File: src/rtl/line_fault_pkg.sv
// Shared encodings for the line fault monitor: FSM states and fault-combine policies.
package line_fault_pkg;

  typedef enum logic [1:0] {
    ST_IDLE    = 2'd0,
    ST_HOLD    = 2'd1,
    ST_UP      = 2'd2,
    ST_BACKOFF = 2'd3
  } state_e;

  localparam int POL_ANY = 0;
  localparam int POL_ALL = 1;

endpackage

File: src/rtl/line_activity_timer.sv
// One monitored line: 3-flop synchroniser, transition detect, saturating
// inactivity timer and the registered per-line fault flag.
module line_activity_timer #(
  parameter int TMR_W         = 9,
  parameter int FAULT_TIMEOUT = 128
) (
  input  logic clk,
  input  logic rst,
  input  logic sample,
  input  logic mask,
  output logic line_fault
);

  localparam logic [TMR_W-1:0] TMO = TMR_W'(FAULT_TIMEOUT);

  (* ASYNC_REG = "TRUE" *) logic [2:0] sync_q;
  logic [2:0]       sync_d;
  logic [TMR_W-1:0] tmr_q, tmr_d;
  logic             line_fault_q, line_fault_d;
  logic             edge_det;

  always_comb begin
    sync_d       = {sync_q[1:0], sample};
    edge_det     = sync_q[2] ^ sync_q[1];
    tmr_d        = tmr_q;
    // An unmonitored line is parked at zero so re-enabling it starts a fresh window.
    if (!mask || edge_det)  tmr_d = '0;
    else if (tmr_q != TMO)  tmr_d = tmr_q + 1'b1;
    line_fault_d = mask && (tmr_q == TMO);
  end

  always_ff @(posedge clk or posedge rst) begin
    if (rst) begin
      sync_q       <= '0;
      tmr_q        <= '0;
      line_fault_q <= 1'b0;
    end else begin
      sync_q       <= sync_d;
      tmr_q        <= tmr_d;
      line_fault_q <= line_fault_d;
    end
  end

  assign line_fault = line_fault_q;

endmodule

File: src/rtl/line_fault_monitor.sv
// Qualifies the PHY link with per-line activity faults: policy combine,
// IDLE/HOLD/UP/BACKOFF link FSM, hold/backoff timer and saturating fault counter.
module line_fault_monitor
  import line_fault_pkg::*;
#(
  parameter int NUM_LINES        = 2,
  parameter int TMR_W            = 9,
  parameter int FAULT_TIMEOUT    = 128,
  parameter int HOLD_W           = 16,
  parameter int LINK_UP_HOLD_OFF = 65535,
  parameter int RECOVER_HOLD_OFF = 1024,
  parameter int FAULT_POLICY     = 0,
  parameter int CNT_W            = 8
) (
  input  logic                 clk,
  input  logic                 rst,
  input  logic                 link,
  input  logic [NUM_LINES-1:0] line_sample,
  input  logic [NUM_LINES-1:0] line_mask,
  input  logic                 clr_cnt,
  output logic                 link_ok,
  output logic [NUM_LINES-1:0] line_fault,
  output logic                 carrier_fault,
  output logic [CNT_W-1:0]     fault_cnt,
  output logic [1:0]           state
);

  if (NUM_LINES < 1 || NUM_LINES > 16) begin : g_chk_lines
    $error("line_fault_monitor: NUM_LINES must be 1..16");
  end
  if (FAULT_TIMEOUT >= (1 << TMR_W)) begin : g_chk_tmo
    $error("line_fault_monitor: FAULT_TIMEOUT does not fit TMR_W");
  end
  if (LINK_UP_HOLD_OFF >= (1 << HOLD_W) || RECOVER_HOLD_OFF >= (1 << HOLD_W)) begin : g_chk_hold
    $error("line_fault_monitor: hold-off constants do not fit HOLD_W");
  end

  localparam logic [HOLD_W-1:0] UP_HOLD  = HOLD_W'(LINK_UP_HOLD_OFF);
  localparam logic [HOLD_W-1:0] REC_HOLD = HOLD_W'(RECOVER_HOLD_OFF);

  for (genvar i = 0; i < NUM_LINES; i++) begin : g_line
    line_activity_timer #(
      .TMR_W        (TMR_W),
      .FAULT_TIMEOUT(FAULT_TIMEOUT)
    ) u_lat (
      .clk       (clk),
      .rst       (rst),
      .sample    (line_sample[i]),
      .mask      (line_mask[i]),
      .line_fault(line_fault[i])
    );
  end

  state_e              state_q, state_d;
  logic [HOLD_W-1:0]   hold_q, hold_d;
  logic [CNT_W-1:0]    fault_cnt_q, fault_cnt_d;
  logic                link_ok_q, link_ok_d;
  logic                carrier_fault_q, carrier_fault_d;
  logic [NUM_LINES-1:0] masked;
  logic                any_fault, all_fault, fault_evt;

  always_comb begin
    masked          = line_fault & line_mask;
    any_fault       = |masked;
    all_fault       = (line_mask != '0) && (masked == line_mask);
    carrier_fault_d = (FAULT_POLICY == POL_ANY) ? any_fault : all_fault;
  end

  always_comb begin
    state_d = state_q;
    case (state_q)
      ST_IDLE:    if (link && !carrier_fault_q) state_d = ST_HOLD;
      ST_HOLD: begin
        if (!link)                 state_d = ST_IDLE;
        else if (carrier_fault_q)  state_d = ST_BACKOFF;
        else if (hold_q == UP_HOLD) state_d = ST_UP;
      end
      ST_UP: begin
        if (!link)                 state_d = ST_IDLE;
        else if (carrier_fault_q)  state_d = ST_BACKOFF;
      end
      ST_BACKOFF: if (hold_q == REC_HOLD) state_d = ST_IDLE;
      default:    state_d = ST_IDLE;
    endcase

    // Timer restarts on every state entry; in BACKOFF only clean cycles count.
    hold_d = '0;
    if (state_q == ST_HOLD && state_d == ST_HOLD)
      hold_d = hold_q + 1'b1;
    else if (state_q == ST_BACKOFF && state_d == ST_BACKOFF && !carrier_fault_q)
      hold_d = hold_q + 1'b1;

    link_ok_d = (state_d == ST_UP);

    fault_evt   = (state_q == ST_HOLD || state_q == ST_UP) && (state_d == ST_BACKOFF);
    fault_cnt_d = fault_cnt_q;
    if (clr_cnt)                             fault_cnt_d = '0;
    else if (fault_evt && fault_cnt_q != '1) fault_cnt_d = fault_cnt_q + 1'b1;
  end

  always_ff @(posedge clk or posedge rst) begin
    if (rst) begin
      state_q         <= ST_IDLE;
      hold_q          <= '0;
      fault_cnt_q     <= '0;
      link_ok_q       <= 1'b0;
      carrier_fault_q <= 1'b0;
    end else begin
      state_q         <= state_d;
      hold_q          <= hold_d;
      fault_cnt_q     <= fault_cnt_d;
      link_ok_q       <= link_ok_d;
      carrier_fault_q <= carrier_fault_d;
    end
  end

  assign link_ok       = link_ok_q;
  assign carrier_fault = carrier_fault_q;
  assign fault_cnt     = fault_cnt_q;
  assign state         = state_q;

endmodule
File: config.mk
export PLATFORM = sky130hd
export DESIGN_NAME = line_fault_monitor
export DESIGN_NICKNAME = d
export VERILOG_FILES = /design/src/rtl/line_fault_pkg.sv /design/src/rtl/line_activity_timer.sv /design/src/rtl/line_fault_monitor.sv
export SDC_FILE = /design/constraint.sdc
export NUM_CORES = 1
export LEC_CHECK = 0
export CAP_MARGIN = 20
export CELL_PAD_IN_SITES_DETAIL_PLACEMENT = 1
export CELL_PAD_IN_SITES_GLOBAL_PLACEMENT = 1
export CORE_MARGIN = 2
export CORE_UTILIZATION = 45
export DETAILED_ROUTE_END_ITERATION = 6
export DONT_BUFFER_PORTS = 1
export HOLD_SLACK_MARGIN = 0.1
export PLACE_DENSITY_LB_ADDON = 0.1
export REMOVE_ABC_BUFFERS = 1
export SLEW_MARGIN = 20
export SYNTH_ARGS = -nofsm -noshare
export SYNTH_HDL_FRONTEND = slang
export SYNTH_HIERARCHICAL = 1
export SYNTH_SLANG_ARGS = --single-unit
File: constraint.sdc
create_clock -name clk -period 2.15 [get_ports clk]
set_input_delay 0.5375 -clock clk [delete_from_list [all_inputs] [get_ports clk]]
set_output_delay 0.5375 -clock clk [all_outputs]
set_load 0.005 [all_outputs]
# After elaboration in Yosys (flattened, before gate mapping)
# Cells that the tools add are included.
[totals]
register_bits = 54
memories = 0
in_bits = 8
mem_bits_ro = 0
mem_bits_rw = 0
latch_bits = 0
output_inout_bits = 14
[op_classes]
multipliers = 0
addsub = 4
n_mux = 16
n_eq_ne = 13
order_cmp = 0
bitwise_logic = 3
n_reduce_logical = 19
n_shift = 0
div = 0
[ops]
columns = ["operator", "count"]
rows = [
  ["2-to-1 mux 9 bit", 4],
  ["2-to-1 mux 16 bit", 2],
  ["adder 9 x 1 -> 9 bit, second input constant", 2],
  ["== test 9 x 8 -> 1 bit, second input constant", 2],
  ["inequality test 9 x 8 -> 1 bit, second input constant", 2],
  ["adder 16 x 1 -> 16 bit, second input constant", 1],
  ["== test 16 x 11 -> 1 bit, second input constant", 1],
  ["== test 16 bit, second input constant", 1],
  ["2-to-1 mux 8 bit", 2],
  ["2-to-1 mux 2 bit", 7],
  ["adder 8 x 1 -> 8 bit, second input constant", 1],
  ["== test 2 bit, second input constant", 4],
  ["logical AND 1 bit", 8],
  ["inequality test 8 bit, second input constant", 1],
  ["one-hot mux 2 bit (4 select lines)", 1],
  ["nonzero test 2 bit", 3],
  ["== test 2 x 1 -> 1 bit, second input constant", 2],
  ["zero test 1 bit", 3],
  ["logical OR 1 bit", 3],
  ["AND 2 bit", 1],
  ["zero test 2 bit", 1],
  ["OR reduction 2 bit", 1],
  ["XOR 1 bit", 2],
]

# Depth between registers and ports, before layout
[depth]
ltp_word = 10
ltp_mapped = 10
depth_no_buf = 9

# Hierarchy
# Netlist, hierarchy kept.
[modules_own_cells]
columns = ["mod", "instances", "area_per_inst_um2", "cells_per_inst", "seq_area_each_um2"]
rows = [
  ["line_fault_monitor", 1, 1611.5, 167, 700.7],
  ["line_activity_timer at g_line[1].u_lat", 1, 623.1, 59, 325.3],
  ["line_activity_timer at g_line[0].u_lat", 1, 610.6, 58, 325.3],
]

# Worst setup path before layout
# Ideal clock, no wire load.
[synth_timing]
kind = "register -> register"
start = "reg state_q[0] (netlist: state[0])"
end = "reg fault_cnt_q[6] (netlist: fault_cnt[6])"
stages_incl_launch_ff = 10
arrival_time_ps = 2106
required_time_ps = 2025
slack_ps = -81
cell_sequence = "dfrtp_1 inv_1 ha_1 nor2b_1 o221ai_1 a41o_2 o21a_1 buf_2 nor4_1 mux2_2"
[synth_between]
elab_chain_cells = 8
word_cells_on_any_way = 17
[synth_rtl]
columns = ["element", "line", "rtl"]
rows = [
  ["from (decl)", "line_fault_monitor.sv:54", "state_e state_q, state_d;"],
  ["from (signal assigned)", "line_fault_monitor.sv:109", "state_q <= state_d;"],
  ["2-to-1 mux 2 bit", "line_fault_monitor.sv:76", "else if (hold_q == UP_HOLD) state_d = ST_UP;"],
  ["2-to-1 mux 2 bit", "line_fault_monitor.sv:75", "else if (carrier_fault_q) state_d = ST_BACKOFF;"],
  ["2-to-1 mux 2 bit", "line_fault_monitor.sv:74", "if (!link) state_d = ST_IDLE;"],
  ["one-hot mux 2 bit (4 select lines)", "line_fault_monitor.sv:71", "case (state_q)"],
  ["== test 2 bit", "line_fault_monitor.sv:95", "fault_evt = (state_q == ST_HOLD || state_q == ST_UP) && (state_d == ST_BACKOFF);"],
  ["logical AND 1 bit *", "line_fault_monitor.sv:95", ""],
  ["logical AND 1 bit *", "line_fault_monitor.sv:98", "else if (fault_evt && fault_cnt_q != '1) fault_cnt_d = fault_cnt_q + 1'b1;"],
  ["nonzero test 2 bit (no source line) *", "-", ""],
  ["to (signal assigned)", "line_fault_monitor.sv:111", "fault_cnt_q <= fault_cnt_d;"],
  ["to (decl)", "line_fault_monitor.sv:56", "logic [CNT_W-1:0] fault_cnt_q, fault_cnt_d;"],
]
# Mark *: on every way between the ends. The rest lies on a longest branch, timed or not.
# A chain may end at the register's enable or synchronous reset.

# Final worst setup path
[layout_timing]
start = "reg hold_q[0]"
end = "reg hold_q[14]"
[layout_between]
elab_chain_cells = 10
word_cells_on_any_way = 15
[layout_rtl]
columns = ["element", "line", "rtl"]
rows = [
  ["from (decl)", "line_fault_monitor.sv:55", "logic [HOLD_W-1:0] hold_q, hold_d;"],
  ["from (signal assigned)", "line_fault_monitor.sv:110", "hold_q <= hold_d;"],
  ["== test 16 bit", "line_fault_monitor.sv:76", ""],
  ["2-to-1 mux 2 bit", "line_fault_monitor.sv:76", ""],
  ["2-to-1 mux 2 bit", "line_fault_monitor.sv:75", ""],
  ["2-to-1 mux 2 bit", "line_fault_monitor.sv:74", ""],
  ["one-hot mux 2 bit (4 select lines)", "line_fault_monitor.sv:71", ""],
  ["== test 2 bit", "line_fault_monitor.sv:90", "else if (state_q == ST_BACKOFF && state_d == ST_BACKOFF && !carrier_fault_q)"],
  ["logical AND 1 bit (2 in series)", "line_fault_monitor.sv:90", ""],
  ["2-to-1 mux 16 bit", "line_fault_monitor.sv:90", ""],
  ["2-to-1 mux 16 bit *", "line_fault_monitor.sv:88", "if (state_q == ST_HOLD && state_d == ST_HOLD)"],
  ["net hold_d[14]", "line_fault_monitor.sv:55", ""],
]
# Mark *: on every way through the listed nets, which the timed path passes. The rest lies on a longest branch.

==> run_results.csv <==
group,metric,value,unit
yosys,yosys.cell_count.top_type,"dfrtp_1",
power_and_ir_drop,post-layout-total-power,2.51,mW
sta,grt_setup_unrepaired,"true",
sta,layout_setup_ws,-0.121,ns
placed_design,global_placement_routability_congestion,0.798,
sta,finalHoldViolations,0,
worst_setup_path,crit_path_max_fanout,16,
route,detail_route.iter0.violations,87,
worst_setup_path,timing.critical_path.slowest_stage_cell,"dfrtp_1",
finish,finalCoreUtilization,0.584,
sta,worst_slew_slack_as_a_fraction_of_its_limit,0.571,
route,drt-met1-wl,3.28,mm
sta,setup-tns-final,-1.19,ns
worst_setup_path,critical_path.max_stage_delay,0.41,ns
yosys,synth_largest_area_cell,"dfrtp_1",
floorplan,cell_row_count,28,
yosys,yosysSeqAreaShare,0.475,
yosys,ys_top_cells_by_area,"dfrtp_1 47%, ha_1 4.8%, a21oi_1 3.9%",
global_routing,grt_pass1_vias,2401,
global_routing,antenna_found_initial,0,
finish,n_antenna_cell,0,
clocking,htreeDepth,2,
yosys,synth-warning-count,6,
floorplan,floorplan.initialDensity,0.472,
finish,area_delta_synth_final,23.6,%
route,via_per_inst,5.87,
finish,ratio_of_cells_with_drive_above_1_in_the_final_layout,0.302,
global_routing,largest_net_degree_at_the_start_of_global_routing,29,
power_and_ir_drop,total_power_per_unit_cell_area,713,nW/um2
job,cap_viol_max_count,0,
floorplan,die_height,83.5,um
route,antenna_left,0,
clocking,clkLatencyLatePin,0.31,ns
yosys,ys_dominant_reg_cell,"dfrtp_1",
clocking,cts.sink_count,54,
route,detailroute.via_count,2326,
clocking,cts-buffers-inserted,5,
placed_design,portBuffers,0,
placed_design,dpl-instance-area,3150,um2
yosys,leading_cell_types_by_count_after_synthesis,"54 x dfrtp_1, 22 x a21oi_1, 20 x nor3_1, 18 x inv_1, 17 x nand3_1",
floorplan,coreArea,6030,um2
worst_setup_path,worstRegToRegCells,10,
worst_setup_path,critPathBufInv,3,
floorplan,ios,22,
yosys,synth.cell_area,2850,um2
route,route.met3.wl,203,um
sta,worst-slew-pin-transition,0.635,ns
floorplan,horizontal_die_dimension,83.5,um
route,dr_wl_met2,3.80,mm
yosys,synth_top_area_share,0.475,
power_and_ir_drop,vdd.ir_drop.worst,0.461,mV
sta,final.min_clock_period,2.27,ns
yosys,ys_async_sr_fraction,1.00,
outcome,run_status,"finished, violations left",
clocking,clock_root_buffer,"clkbuf_8",
finish,multi_input_area,1620,um2
finish,layout.filler_cells,652,
sta,setup-violations-final,20,
clocking,clockBufferDepth,2,
power_and_ir_drop,power.leakage,1.45,nW
yosys,ys_ff_latch,54,
sta,fmax,440,MHz
worst_setup_path,worst_r2r_startpoint,"hold_q[0]$_DFF_PP0_",
global_routing,grtUsageTotal,0.200,
worst_setup_path,endpoint_kind,"register",
worst_setup_path,path_delay_family,"simple AND/OR/NAND/NOR gates",
worst_setup_path,criticalPathCategory,"register to register",
global_routing,grt_first_pass_wirelength,11.5,mm
finish,finish.net_count,339,
placed_design,dp_hpwl,4.68,mm
clocking,clk_transition_reported_paths,0.10,ns
worst_setup_path,rr_endpoint,"hold_q[14]$_DFF_PP0_",
finish,fin_area,3520,um2
worst_setup_path,worstPathArrival,2.49,ns
worst_setup_path,path_cells,"inv_1, ha_1, nor4b_2, nand4_1, a41oi_2, buf_4, and2_2, a21oi_2, buf_12, nor3_1",
finish,layout.area.seq,1350,um2
worst_setup_path,worst_ep_required_time,2.37,ns
sta,timing.final.crit_share,1.06,
floorplan,dieArea,6970,um2
yosys,synthDistinctLibCells,52,
yosys,mean_syn_cell_area,10.0,um2
route,routed_wl,7.39,mm
route,avgRoutedWirePerCell,18.7,um
placed_design,place_ws,-0.140,ns
sta,finClkSkew,0.0119,ns
worst_setup_path,setup.reg_to_reg.worst_slack,-0.12,ns
yosys,synth_edf_count,0,
route,highest-signal-layer,"met4",
min_path,min_path_type,"input pin to async pin",
clocking,tritoncts,"built",
worst_setup_path,worstSetupStartpointType,"register",
sta,timing.final.max_slew_violations,0,
route,post_detailed_route_drc_marker_count,0,
global_routing,overflow,0,
yosys,synthCells,284,
outcome,failed_checks,"negative setup slack",
route,router_iterations_before_antenna_repair,4,
worst_setup_path,cp_num_cells,10,
## metal layers
metal  vias to the layer above  global-route usage
li1                       1102                   -
met1                      1187               0.255
met2                        26               0.351
met4                         0              0.0440
met5                         -                   0
met3                        11              0.0435
## where the power goes
part / leakage (nW) / internal (mW) / total (mW) / switching (mW)
logic: 0.668 / 0.346 / 0.828 / 0.482
clock network: 0.0472 / 0.260 / 0.608 / 0.348
registers: 0.736 / 1.05 / 1.07 / 0.0253
## worst max-delay path by stage
| stage | from | endpoint | slack, ns |
|---|---|---|---|
| 2_1_floorplan | hold_q[0]$_DFF_PP0_ | fault_cnt[2]$_DFFE_PP0P_ | -0.29 |
| 3_3_place_gp | state[0]$_DFF_PP0_ | fault_cnt[3]$_DFFE_PP0P_ | -0.08 |
| 3_5_place_dp | state[0]$_DFF_PP0_ | fault_cnt[5]$_DFFE_PP0P_ | -0.14 |
| 4_1_cts | state[0]$_DFF_PP0_ | hold_q[12]$_DFF_PP0_ | 0.002 |
| 5_1_grt | hold_q[0]$_DFF_PP0_ | hold_q[15]$_DFF_PP0_ | -0.26 |
| 6_report | hold_q[0]$_DFF_PP0_ | hold_q[14]$_DFF_PP0_ | -0.12 |
## cell type report
type / count / area share
Inverter: 18 / 0.0192
Clock inverter: 2 / 0.00356
Clock buffer: 6 / 0.0235
Tap cell: 75 / 0.0267
Timing Repair Buffer: 35 / 0.0815
Multi-Input combinational cell: 206 / 0.461
Sequential cell: 54 / 0.384
## through the flow
step / hold slack [ns] / std cells
5_1_grt: 0.151 / 396
4_1_cts: 0.126 / 393
3_5_place_dp: 0.340 / 384
6_report: 0.126 / 396
3_3_place_gp: 0.331 / 384
2_1_floorplan: 0.331 / 277
## registers in the layout, indices dropped and copies added, names as in the netlist
signal	flops
carrier_fault	1
fault_cnt	8
g_line.u_lat/line_fault	2
g_line.u_lat/sync_q	6
g_line.u_lat/tmr_q	18
hold_q	16
link_ok	1
state	2
## kinds of logic after synthesis
| kind of cell | synth area share |
|---|---|
| muxes | 0.00792 |
| xor gates and xnor gates | 0.0616 |
| adders and majority gates | 0.0484 |
| and+or+nand+nor | 0.260 |
| buffers and inverters | 0.0374 |
| AOI/OAI and AO/OA | 0.110 |
| DFF | 0.475 |
## cells in the final DEF (no fill, tap or decap), types with 6 or more instances in the layout
cell type   n
xor2_1     12
o21ai_0    12
dfrtp_1    54
nor2_1     13
nand4_1     7
buf_4      31
nand2_1    16
a21oi_1    16
clkbuf_8    6
inv_1      15
nor3_2      7
xnor2_1     8
nor3_1     13
ha_1        7
nand3_1    17
a21oi_2     6
## timing repair
action                     CTS  global route
cloned                       0             1
pin swaps                    6            14
hold buffers                 0             0
setup endpoints to repair   23            22
setup buffers                1             2
hold endpoints to repair     0             0
resized for setup           15            34
(Power assumes the default switching activity.)
